==> src/rtl/hps_avalon_responder_pkg.sv <==
// Shared encodings for the HPS Avalon responder: FSM states, address decode, CSR map.
// Latency: n/a (types and constants only).
// Backpressure: n/a.
package hps_avalon_pkg;

  typedef enum logic [1:0] {
    IDLE     = 2'd0,
    MEM_WAIT = 2'd1,
    ACK      = 2'd2,
    RELEASE  = 2'd3
  } state_t;

  // Byte-address bit that selects the CSR half of the space.
  localparam int REGION_BIT = 23;

  // CSR word offsets (byte address bits [3:2]).
  localparam logic [1:0] CSR_CTRL    = 2'd0;
  localparam logic [1:0] CSR_STATUS  = 2'd1;
  localparam logic [1:0] CSR_SCRATCH = 2'd2;
  localparam logic [1:0] CSR_ID      = 2'd3;

  // CTRL register bit positions.
  localparam int CTRL_RUN  = 0;
  localparam int CTRL_STEP = 1;

  // Replace only the byte lanes whose enable bit is set.
  function automatic logic [31:0] lane_merge(input logic [31:0] old_word,
                                             input logic [31:0] new_word,
                                             input logic [3:0]  be);
    logic [31:0] res;
    res = old_word;
    for (int b = 0; b < 4; b++) begin
      if (be[b]) res[8*b +: 8] = new_word[8*b +: 8];
    end
    return res;
  endfunction

endpackage

==> src/rtl/hps_avalon_responder_if.sv <==
// HPS Avalon request/acknowledge bus between the HPS initiator and the fabric responder.
// Latency: n/a (wiring only).
// Backpressure: requests are held by the initiator until a one-cycle acknowledge.
interface hps_avalon_responder_if;

  logic [23:0] avalon_address;
  logic [3:0]  avalon_byte_enable;
  logic        avalon_read;
  logic        avalon_write;
  logic [31:0] avalon_write_data;
  logic        avalon_acknowledge;
  logic [31:0] avalon_read_data;

  modport master (
    output avalon_address, avalon_byte_enable, avalon_read, avalon_write, avalon_write_data,
    input  avalon_acknowledge, avalon_read_data
  );

  modport slave (
    input  avalon_address, avalon_byte_enable, avalon_read, avalon_write, avalon_write_data,
    output avalon_acknowledge, avalon_read_data
  );

endinterface

==> src/rtl/hps_avalon_responder_csr.sv <==
// CPU control CSRs: run/step control, PC readback, scratch word and ID word.
// Latency: writes take effect on the next edge; read data is combinational from csr_re.
// Backpressure: none, every access completes in the cycle it is presented.
module hps_csr_block
  import hps_avalon_pkg::*;
#(
  parameter bit          RUN_AT_RESET = 1'b1,
  parameter logic [31:0] ID_VALUE     = 32'h4D495053
) (
  input  logic        clock,
  input  logic        resetn,
  input  logic        csr_re,
  input  logic        csr_we,
  input  logic [1:0]  csr_offset,
  input  logic [3:0]  csr_be,
  input  logic [31:0] csr_wdata,
  input  logic [31:0] pc,
  output logic [31:0] csr_rdata,
  output logic        cpu_run,
  output logic        cpu_step
);

  logic        run_q;
  logic        step_q;
  logic [31:0] scratch_q;

  // Register writes; step is a self-clearing pulse, CTRL only honours lane 0.
  always_ff @(posedge clock or negedge resetn) begin
    if (!resetn) begin
      run_q     <= RUN_AT_RESET;
      step_q    <= 1'b0;
      scratch_q <= '0;
    end else begin
      step_q <= 1'b0;
      if (csr_we) begin
        case (csr_offset)
          CSR_CTRL: begin
            if (csr_be[0]) begin
              run_q  <= csr_wdata[CTRL_RUN];
              step_q <= csr_wdata[CTRL_STEP];
            end
          end
          CSR_SCRATCH: scratch_q <= lane_merge(scratch_q, csr_wdata, csr_be);
          default: ;  // STATUS and ID ignore writes
        endcase
      end
    end
  end

  // Read mux; the step bit always reads back as zero.
  always_comb begin
    csr_rdata = '0;
    if (csr_re) begin
      case (csr_offset)
        CSR_CTRL:    csr_rdata[CTRL_RUN] = run_q;
        CSR_STATUS:  csr_rdata = pc;
        CSR_SCRATCH: csr_rdata = scratch_q;
        default:     csr_rdata = ID_VALUE;
      endcase
    end
  end

  assign cpu_run  = run_q;
  assign cpu_step = step_q;

endmodule

==> src/rtl/hps_avalon_responder.sv <==
// HPS Avalon responder: lower half of the space to a fixed-latency memory port, upper half to CSRs.
// Latency: writes and CSR reads ack 1 cycle after acceptance, memory reads ack MEM_LAT+2 cycles after.
// Backpressure: a request is held by the HPS until acked; it is not re-accepted until read/write drop.
module hps_avalon_responder
  import hps_avalon_pkg::*;
#(
  parameter int          MEM_AW       = 14,
  parameter int          MEM_LAT      = 2,
  parameter bit          RUN_AT_RESET = 1'b1,
  parameter logic [31:0] ID_VALUE     = 32'h4D495053
) (
  input  logic                  clock,
  input  logic                  resetn,
  hps_avalon_responder_if.slave avalon,
  output logic [MEM_AW-1:0]     mem_addr,
  output logic                  mem_re,
  output logic                  mem_we,
  output logic [3:0]            mem_be,
  output logic [31:0]           mem_wdata,
  input  logic [31:0]           mem_rdata,
  input  logic [31:0]           pc,
  output logic                  cpu_run,
  output logic                  cpu_step
);

  state_t              state, state_nxt;
  logic [2:0]          lat_cnt, lat_cnt_nxt;
  logic                ack_q, ack_nxt;
  logic [31:0]         rdata_q, rdata_nxt;
  logic                mem_re_nxt, mem_we_nxt;
  logic [MEM_AW-1:0]   mem_addr_nxt;
  logic [3:0]          mem_be_nxt;
  logic [31:0]         mem_wdata_nxt;
  logic                csr_re, csr_we;
  logic [31:0]         csr_rdata;
  logic                req, is_csr;

  // Only some address bits are decoded; the rest alias by design.
  logic unused_addr_bits;
  assign unused_addr_bits = ^avalon.avalon_address;

  assign req    = avalon.avalon_read | avalon.avalon_write;
  assign is_csr = avalon.avalon_address[REGION_BIT];

  hps_csr_block #(
    .RUN_AT_RESET (RUN_AT_RESET),
    .ID_VALUE     (ID_VALUE)
  ) u_csr (
    .clock      (clock),
    .resetn     (resetn),
    .csr_re     (csr_re),
    .csr_we     (csr_we),
    .csr_offset (avalon.avalon_address[3:2]),
    .csr_be     (avalon.avalon_byte_enable),
    .csr_wdata  (avalon.avalon_write_data),
    .pc         (pc),
    .csr_rdata  (csr_rdata),
    .cpu_run    (cpu_run),
    .cpu_step   (cpu_step)
  );

  // State and registered outputs; reset abandons any in-flight transaction.
  always_ff @(posedge clock or negedge resetn) begin
    if (!resetn) begin
      state     <= IDLE;
      lat_cnt   <= '0;
      ack_q     <= 1'b0;
      rdata_q   <= '0;
      mem_re    <= 1'b0;
      mem_we    <= 1'b0;
      mem_addr  <= '0;
      mem_be    <= '0;
      mem_wdata <= '0;
    end else begin
      state     <= state_nxt;
      lat_cnt   <= lat_cnt_nxt;
      ack_q     <= ack_nxt;
      rdata_q   <= rdata_nxt;
      mem_re    <= mem_re_nxt;
      mem_we    <= mem_we_nxt;
      mem_addr  <= mem_addr_nxt;
      mem_be    <= mem_be_nxt;
      mem_wdata <= mem_wdata_nxt;
    end
  end

  // Next-state and output decode; a write beats a simultaneous read.
  always_comb begin
    state_nxt     = state;
    lat_cnt_nxt   = lat_cnt;
    ack_nxt       = 1'b0;
    rdata_nxt     = '0;
    mem_re_nxt    = 1'b0;
    mem_we_nxt    = 1'b0;
    mem_addr_nxt  = mem_addr;
    mem_be_nxt    = mem_be;
    mem_wdata_nxt = mem_wdata;
    csr_re        = 1'b0;
    csr_we        = 1'b0;
    case (state)
      IDLE: begin
        if (req) begin
          if (is_csr) begin
            csr_we    = avalon.avalon_write;
            csr_re    = ~avalon.avalon_write;
            rdata_nxt = csr_rdata;
            ack_nxt   = 1'b1;
            state_nxt = RELEASE;
          end else begin
            mem_addr_nxt = avalon.avalon_address[MEM_AW+1:2];
            if (avalon.avalon_write) begin
              mem_we_nxt    = |avalon.avalon_byte_enable;
              mem_be_nxt    = avalon.avalon_byte_enable;
              mem_wdata_nxt = avalon.avalon_write_data;
              ack_nxt       = 1'b1;
              state_nxt     = RELEASE;
            end else begin
              mem_re_nxt  = 1'b1;
              lat_cnt_nxt = 3'(MEM_LAT - 1);
              state_nxt   = MEM_WAIT;
            end
          end
        end
      end
      MEM_WAIT: begin
        if (lat_cnt == '0) state_nxt = ACK;
        else               lat_cnt_nxt = lat_cnt - 3'd1;
      end
      ACK: begin
        ack_nxt   = 1'b1;
        rdata_nxt = mem_rdata;
        state_nxt = RELEASE;
      end
      default: begin
        if (!req) state_nxt = IDLE;
      end
    endcase
  end

  assign avalon.avalon_acknowledge = ack_q;
  assign avalon.avalon_read_data   = rdata_q;

endmodule

==> src/flat_wrapper.sv <==
// flat-port wrapper written by rule: the top's interface ports become plain ports
module hps_avalon_responder_flat import hps_avalon_pkg::*;
#(
  parameter int          MEM_AW       = 14,
  parameter int          MEM_LAT      = 2,
  parameter bit          RUN_AT_RESET = 1'b1,
  parameter logic [31:0] ID_VALUE     = 32'h4D495053
)
  (clock, resetn, mem_addr, mem_re, mem_we, mem_be, mem_wdata, mem_rdata, pc, cpu_run, cpu_step, avalon_avalon_address, avalon_avalon_byte_enable, avalon_avalon_read, avalon_avalon_write, avalon_avalon_write_data, avalon_avalon_acknowledge, avalon_avalon_read_data);
  hps_avalon_responder_if avalon_i ();
  input  logic clock;
  input  logic resetn;
  output logic [MEM_AW-1:0] mem_addr;
  output logic mem_re;
  output logic mem_we;
  output logic [3:0] mem_be;
  output logic [31:0] mem_wdata;
  input  logic [31:0] mem_rdata;
  input  logic [31:0] pc;
  output logic cpu_run;
  output logic cpu_step;
  input wire logic [$bits(avalon_i.avalon_address)-1:0] avalon_avalon_address;
  input wire logic [$bits(avalon_i.avalon_byte_enable)-1:0] avalon_avalon_byte_enable;
  input wire logic [$bits(avalon_i.avalon_read)-1:0] avalon_avalon_read;
  input wire logic [$bits(avalon_i.avalon_write)-1:0] avalon_avalon_write;
  input wire logic [$bits(avalon_i.avalon_write_data)-1:0] avalon_avalon_write_data;
  output wire logic [$bits(avalon_i.avalon_acknowledge)-1:0] avalon_avalon_acknowledge;
  output wire logic [$bits(avalon_i.avalon_read_data)-1:0] avalon_avalon_read_data;
  assign avalon_i.avalon_address = avalon_avalon_address;
  assign avalon_i.avalon_byte_enable = avalon_avalon_byte_enable;
  assign avalon_i.avalon_read = avalon_avalon_read;
  assign avalon_i.avalon_write = avalon_avalon_write;
  assign avalon_i.avalon_write_data = avalon_avalon_write_data;
  assign avalon_avalon_acknowledge = avalon_i.avalon_acknowledge;
  assign avalon_avalon_read_data = avalon_i.avalon_read_data;
  hps_avalon_responder #(.MEM_AW(MEM_AW), .MEM_LAT(MEM_LAT), .RUN_AT_RESET(RUN_AT_RESET), .ID_VALUE(ID_VALUE)) u_core (.clock(clock), .resetn(resetn), .avalon(avalon_i), .mem_addr(mem_addr), .mem_re(mem_re), .mem_we(mem_we), .mem_be(mem_be), .mem_wdata(mem_wdata), .mem_rdata(mem_rdata), .pc(pc), .cpu_run(cpu_run), .cpu_step(cpu_step));
endmodule
==> config.mk <==
export PLATFORM = sky130hd
export DESIGN_NAME = hps_avalon_responder_flat
export DESIGN_NICKNAME = d
export VERILOG_FILES = /design/src/rtl/hps_avalon_responder_pkg.sv /design/src/rtl/hps_avalon_responder_if.sv /design/src/rtl/hps_avalon_responder_csr.sv /design/src/rtl/hps_avalon_responder.sv /design/src/flat_wrapper.sv
export SDC_FILE = /design/constraint.sdc
export NUM_CORES = 1
export LEC_CHECK = 0
export BUFFER_PORTS_ARGS = -buffer_cell sky130_fd_sc_hd__buf_2
export CAP_MARGIN = 20
export CORE_UTILIZATION = 49
export CTS_BUF_LIST = sky130_fd_sc_hd__clkbuf_4 sky130_fd_sc_hd__clkbuf_8 sky130_fd_sc_hd__clkbuf_16
export DETAILED_ROUTE_END_ITERATION = 7
export GPL_TIMING_DRIVEN = 0
export PLACE_DENSITY = 0.81
export SLEW_MARGIN = 20
export SYNTH_ARGS = -nofsm -noshare
export SYNTH_HDL_FRONTEND = slang
export SYNTH_SLANG_ARGS = --single-unit
==> constraint.sdc <==
create_clock -name clock -period 4.6 [get_ports clock]
set_input_delay 0.46 -clock clock [delete_from_list [all_inputs] [get_ports clock]]
set_output_delay 0.46 -clock clock [all_outputs]
set_load 0.005 [all_outputs]
==> results.md, run 1 <==
* Top FF cell, synth: dfrtp_1
* Pwr/cell area at 603 nW/um^2
* Detailed Route Iter0 Violations at 201
* Worst-margin pin slew at 627 ps
* Reg clk slew, reported paths at 60 ps
* RSZ-0062 raised after global routing: false
* Leading cell types by count after synthesis: dfrtp_1 (123), mux2_2 (83), nand2_1 (37)
* Post-synth top area share at between 50% and 60%
* Vias per cell at ~5.3
* Routed Antenna Nets at 0
* Hold_sp: mem_rdata[29]
* Critical Path, Cell by Cell: inv_1 -> ha_1 -> clkbuf_2 -> nor3b_2 -> buf_2 -> mux2_2
* # clock sinks at 124
* Drt wl/cell at ~17 um
* Seq cells post-synth at 124
* Core Rows at 37
* FF-to-FF path depth at 6
* Post-Syn Area per Cell at 12.9 sq um
* Clock latency on the worst-skew pair at roughly 520 ps
* CTS H-tree depth at 4
* Area Overhead vs Synth at 34.9%
* Starting density of the core at about half
* Dpl hpwl at 9790 um
* CTS tree: done
* Final hold violations at 0
* Finish-stage setup viols at 0
* Layout cells sized above 1 at 53.3%
* Nets at between 700 and 800
* Root buffer cell: clkbuf_8
* # DRC at 0
* Hold Path Class: primary input to register
* Vias in the first global route at 4235
* Number of antenna violations at the first check in global routing at 1
* Worst-path fanout max at 10
* Sequential-to-total area share from yosys stat at between 60 and 70%
* Period utilization at 48.3%
* Count of final max-slew check failures at 0
* Worst Path Required at ~5000 ps
* Peak per-stage delay on the critical path at about 430 ps
* Top-count cell post-synth: dfrtp_1
* Via count at 4070
* Max Cap Viol at 0
* Worst reg-to-reg setup slack at roughly 2400 ps
* Setup Crit Path Kind: register to register
* Leak pwr at 3.56 nW
* Final min period at roughly 2200 ps
* GRT Total Usage at around 26%
* CTS buffer count at 17
* Post-route design area at ~7000 sq um
* Fmax at 450 MHz
* Int Power at about 3.0 mW
* Worst Skew at between 8 and 9 ps
* Fin util at between 60% and 70%
* Cells after DPL at roughly 740
* CP max stage cell: nor3b_2
* Setup bufs post-CTS at 0
* Largest net degree at the start of global routing at 71
* Status: completed
* Synth cell types at 37
* Ports at 215
* First-pass GRT wire length at approximately 21000 um
* Rel. slew slack at about three fifths
* Non-Filler Instances at 775
* YS warnings at 0
* PnR worst setup slack at ~2400 ps
* Switching Share at 29.1%
* Reg2reg start: u_core.state[0]
* WHS at approximately 150 ps
* Critical Path Source: u_core.state[0]
* Synthesized Nets at 535
* Comb power frac at 28.7%
* Final WL at 13400 um
* Place WS at 2460 ps
* CP Capture Type: register
* Overflow after GRT at 0
* Horiz. Die Dim at about 100 um
* Startpoint types: register
* DR pass1 iterations at 4
* Mapped Cells at between 400 and 500
* Peak VDD IR at 0.324 mV
* Sw power at approximately 1.2 mW
* Clk pwr share at between 30% and 40%
* Core ar. at 10300 sq um
* Filler cells at 770
* Largest cells by area after synthesis: dfrtp_1 (60%), mux2_2 (18%), a22oi_1 (2.8%), nand2_1 (2.7%), o21ai_0 (2.3%)
* Dpl cell area at 6380 sq um
* DIE AREA at 10900 sq um
* Total power at 4.20 mW
* CTS Buffer Depth at 2
* IO buf count at 203
* GPL Wtd Cong at 0.823
* Synth async-reset ratio at 100%
* Cell Area, Synth at 5160 sq um
* Die height at 105 um
* Largest area contributor in the netlist: dfrtp_1
* Setup tns final at 0 ps
* Min-Delay Path Depth at 3
* Register share of total power at 41.0%
* Crit path arrival time at about 2600 ps
* Post-synth EDFFs at 0
-- timing repair --
item,in CTS,in global routing
hold buffers,1,0
hold endpoints to repair,53,0
gates resized for setup,0,0
-- final timing paths --
| kind | to |
|---|---|
| setup / recovery | u_core.mem_addr[10] |
| hold / removal | u_core.avalon.avalon_read_data[29] |
| setup reg to reg | u_core.mem_addr[10] |
| hold reg to reg | u_core.mem_wdata[1] |
| max in group asynchronous | u_core.avalon.avalon_read_data[25] |
| min in group asynchronous | u_core.mem_addr[1] |
-- sequential cells by signal, summed over array words and instances, names as in the netlist, 2 cells and up --
register,count
u_core.avalon.avalon_read_data,32
u_core.lat_cnt,3
u_core.mem_addr,14
u_core.mem_be,4
u_core.mem_wdata,32
u_core.state,2
u_core.u_csr.scratch_q,32
-- cells in the final DEF (no fill, tap or decap), types with 3 or more instances in the layout --
master,count
nor2_1,17
o21ai_0,24
clkbuf_1,12
buf_2,213
a21o_1,3
nand2b_1,3
inv_1,6
a22oi_1,19
clkbuf_4,3
a21oi_1,13
mux2_2,83
nand2_1,37
clkbuf_16,16
clkinv_2,4
nor2b_1,4
ha_1,6
clkinvlp_4,3
o31ai_1,12
nand3_2,4
dfrtp_1,123
-- layer usage --
metal	part of all wire [%]	up-vias	GRT usage, %
met4	1.6	0	9.66
met1	40	1987	30.9
met3	8.4	18	7.92
met5	0	-	0
met2	50	187	43.4
li1	-	1878	-
-- cell families (layout without fill, tap and decap cells) --
family          Yosys count  after routing  synth area share [%]
flops                   124            124                  60.1
mux                      86             86                  18.8
compound gates           77             77                  9.55
simple gates             76             76                  7.30
buf+inv                  32            269                  2.76
fa+ha+maj                 6              6                  1.45
other cells               0              1                     0
-- power by group through the flow --
stage	combinational (mW)	sequential, mW	clock [mW]
after global placement	1.15	1.71	0
after floorplan	0.640	1.74	0
after CTS	1.21	1.72	1.29
after global routing	1.32	1.77	1.34
after detailed placement	1.20	1.73	0
final	1.21	1.72	1.27
-- final cells by class --
| class | count | area [sq um] | share of cell area [%] |
|---|---|---|---|
| antenna | 1 | 2.50 | 0.0359 |
| buffer | 26 | 120 | 1.72 |
| clock buffer | 21 | 450 | 6.47 |
| clock inverter | 11 | 120 | 1.72 |
| inverter | 6 | 22.5 | 0.323 |
| multi-input combinational | 245 | 1910 | 27.5 |
| sequential | 124 | 3100 | 44.6 |
| tap | 136 | 170 | 2.44 |
| timing repair buffer | 205 | 1060 | 15.2 |
-- worst max-delay path: cells and delay by family (launching register included) --
family	cells	cell delay (ps)
flops	1	410
buf+inv	3	680
fa+ha+maj	1	220
mux	1	360
simple gates	1	430
(Power assumes the default switching activity.)
==> inputs of run 2 (changes only) <==
--- a/config.mk
+++ b/config.mk
@@ -7,11 +7,11 @@
 export LEC_CHECK = 0
 export BUFFER_PORTS_ARGS = -buffer_cell sky130_fd_sc_hd__buf_2
 export CAP_MARGIN = 20
-export CORE_UTILIZATION = 49
+export CORE_UTILIZATION = 48
 export CTS_BUF_LIST = sky130_fd_sc_hd__clkbuf_4 sky130_fd_sc_hd__clkbuf_8 sky130_fd_sc_hd__clkbuf_16
 export DETAILED_ROUTE_END_ITERATION = 7
 export GPL_TIMING_DRIVEN = 0
-export PLACE_DENSITY = 0.81
+export PLACE_DENSITY = 0.8
 export SLEW_MARGIN = 20
 export SYNTH_ARGS = -nofsm -noshare
 export SYNTH_HDL_FRONTEND = slang
==> constraint.sdc (replaced) <==
create_clock -name clock -period 2.2 [get_ports clock]
set_input_delay 0.22 -clock clock [delete_from_list [all_inputs] [get_ports clock]]
set_output_delay 0.22 -clock clock [all_outputs]
set_load 0.005 [all_outputs]
==> results.md, run 2 (synthesized netlist as in run 1, its figures left out) <==
* Worst Path Required at 2650 ps (was 5000 ps)
* Worst Skew at 13.1 ps (was 8.80 ps)
* Die height at 106 um (was 105 um)
* Max Cap Viol at 0 (unchanged)
* Place WS at 53.8 ps (was 2460 ps)
* Count of final max-slew check failures at 0 (unchanged)
* Final min period at 2100 ps (was 2220 ps)
* Register share of total power at 39.6% (was 41.0%)
* Min-Delay Path Depth at 3 (unchanged)
* Via count at 4541 (was 4070)
* Dpl hpwl at 10200 um (was 9790 um)
* CTS tree: done (unchanged)
* Period utilization at 95.5% (was 48.3%)
* DR pass1 iterations at 5 (was 4)
* Number of antenna violations at the first check in global routing at 0 (was 1)
* Filler cells at 641 (was 770)
* Clk pwr share at 30.6% (was 30.3%)
* GPL Wtd Cong at 0.831 (was 0.823)
* Overflow after GRT at 0 (unchanged)
* Worst-path fanout max at 10 (unchanged)
* Hold Path Class: primary input to register (unchanged)
* Worst Path Buf+Inv at 3 (unchanged)
* Reg clk slew, reported paths at 60 ps (about the same)
* Startpoint types: register (unchanged)
* Pwr/cell area at 1170 nW/um^2 (was 603 nW/um^2)
* Area Overhead vs Synth at 52.3% (was 34.9%)
* Final hold violations at 0 (unchanged)
* Peak VDD IR at 0.860 mV (was 0.324 mV)
* Comb power frac at 29.8% (was 28.7%)
* Vias per cell at 5.29 (was 5.25)
* DIE AREA at 11200 sq um (was 10900 sq um)
* RSZ-0062 raised after global routing: true (was false)
* Starting density of the core at 49.8% (was 50.2%)
* PnR worst setup slack at 98.9 ps (was 2380 ps)
* Critical Path, Cell by Cell: inv_1 -> ha_1 -> clkbuf_2 -> nor4bb_1 -> dlygate4sd3_1 (was inv_1 -> ha_1 -> clkbuf_2 -> nor3b_2 -> buf_2 -> mux2_2)
* CTS Buffer Depth at 2 (unchanged)
* Fmax at 476 MHz (was 450 MHz)
* Nets at 844 (was 759)
* # clock sinks at 124 (unchanged)
* IO buf count at 203 (unchanged)
* Crit path arrival time at 2550 ps (was 2620 ps)
* GRT Total Usage at 29.9% (was 25.7%)
* Routed Antenna Nets at 0 (unchanged)
* Rel. slew slack at 57.4% (was 58.2%)
* Horiz. Die Dim at 106 um (was 105 um)
* Sw power at 2.75 mW (was 1.22 mW)
* Detailed Route Iter0 Violations at 247 (was 201)
* Layout cells sized above 1 at 47.4% (was 53.3%)
* Most common cell after layout, fill and taps aside: buf_2 (unchanged)
* CP max stage cell: dlygate4sd3_1 (was nor3b_2)
* Core ar. at 10400 sq um (was 10300 sq um)
* CTS H-tree depth at 4 (unchanged)
* Peak per-stage delay on the critical path at 610 ps (was 430 ps)
* Ports at 215 (unchanged)
* Top Family by Delay on Critical Path: buffers and inverters (unchanged)
* Int Power at 6.43 mW (was 2.98 mW)
* Final WL at 16100 um (was 13400 um)
* Clock latency on the worst-skew pair at 520 ps (about the same)
* Largest net degree at the start of global routing at 64 (was 71)
* First-pass GRT wire length at 25200 um (was 21400 um)
* Root buffer cell: clkbuf_8 (unchanged)
* # DRC at 0 (unchanged)
* Finish-stage setup viols at 0 (unchanged)
* CP Capture Type: register (unchanged)
* Vias in the first global route at 4879 (was 4235)
* Worst-margin pin slew at 640 ps (was 627 ps)
* Leak pwr at 3.94 nW (was 3.56 nW)
* Worst path depth at 5 (was 6)
* ANT cells at 0 (was 1)
* WHS at 25.5 ps (was 150 ps)
* Drt wl/cell at 18.7 um (was 17.3 um)
* Setup Crit Path Kind: register to register (unchanged)
* Status: completed (unchanged)
* Most frequent cells in the layout: buf_2 (210), dfrtp_1 (123), mux2_2 (83), dlygate4sd3_1 (83), nand2_1 (37) (was buf_2 (213), dfrtp_1 (123), mux2_2 (83))
* Post-route design area at 7860 sq um (was 6960 sq um)
* Core Rows at 37 (unchanged)
* Fin util at 75.8% (was 67.8%)
* Dpl cell area at 6380 sq um (unchanged)
* Switching Share at 30.0% (was 29.1%)
* Total power at 9.18 mW (was 4.20 mW)
* CTS buffer count at 17 (unchanged)
* FF-to-FF path depth at 5 (was 6)
## run 2: cell types whose count changed in the layout (fill, tap and decap cells not counted), sizes merged
cell / change
bufinv: +1
clkinv: +2
diode: -1
dlygate4sd3: +82
## run 2: power groups by stage
stage,logic (mW),clock network [mW],registers [mW]
CTS,2.66,2.82,3.60
global route,2.98,2.94,3.72
finish,2.73,2.81,3.63
detailed placement,2.53,0,3.62
global placement,2.43,0,3.56
floorplan,1.34,0,3.63
## run 2: stage by stage
step	std cells	setup TNS [ps]
final	859	0
after global routing	859	-34.6
after CTS	856	0
after detailed placement	741	0
after global placement	740	-71860
after floorplan	401	0
## run 2: worst paths after layout
path                                     startpoint                            endpoint  slack (ps)
worst min-delay path                         pc[28]  u_core.avalon.avalon_read_data[28]          30
worst min register to register  u_core.mem_wdata[1]                 u_core.mem_wdata[1]         470
worst max-delay path                u_core.state[0]                       u_core.mem_re         100
min in group asynchronous                    resetn                  u_core.mem_addr[3]         300
max in group asynchronous                    resetn                u_core.u_csr.cpu_run        1150
worst max register to register      u_core.state[0]                       u_core.mem_re         100
## run 2: repair_timing
action,4_1_cts,5_1_grt
setup endpoints to repair,0,35
endpoints found under the hold margin,175,0
gates resized for setup,0,6
hold buffers,83,0
buffers inserted,0,3
## run 2: tightest hold or removal path: stages
cell	delay, ps
buf_2	70
a22oi_1	60
o21ai_0	140
## run 2: final cells by class
cell class | count | area [sq um] | area share [%]
plain buffers | 26 | 128 | 1.62
clock inverters | 14 | 171 | 2.18
well taps | 136 | 170 | 2.16
flip-flops and latches | 124 | 3100 | 39.5
multi-input cells | 245 | 1940 | 24.6
clock buffers | 18 | 428 | 5.44
repair buffers | 290 | 1900 | 24.2
inverters | 6 | 22.5 | 0.286
## run 2: metal layers
layer	track usage, %	share of wire [%]
met5	0	0
met1	34.6	39
met4	9.62	1.2
met3	9.77	8.7
met2	52.1	51
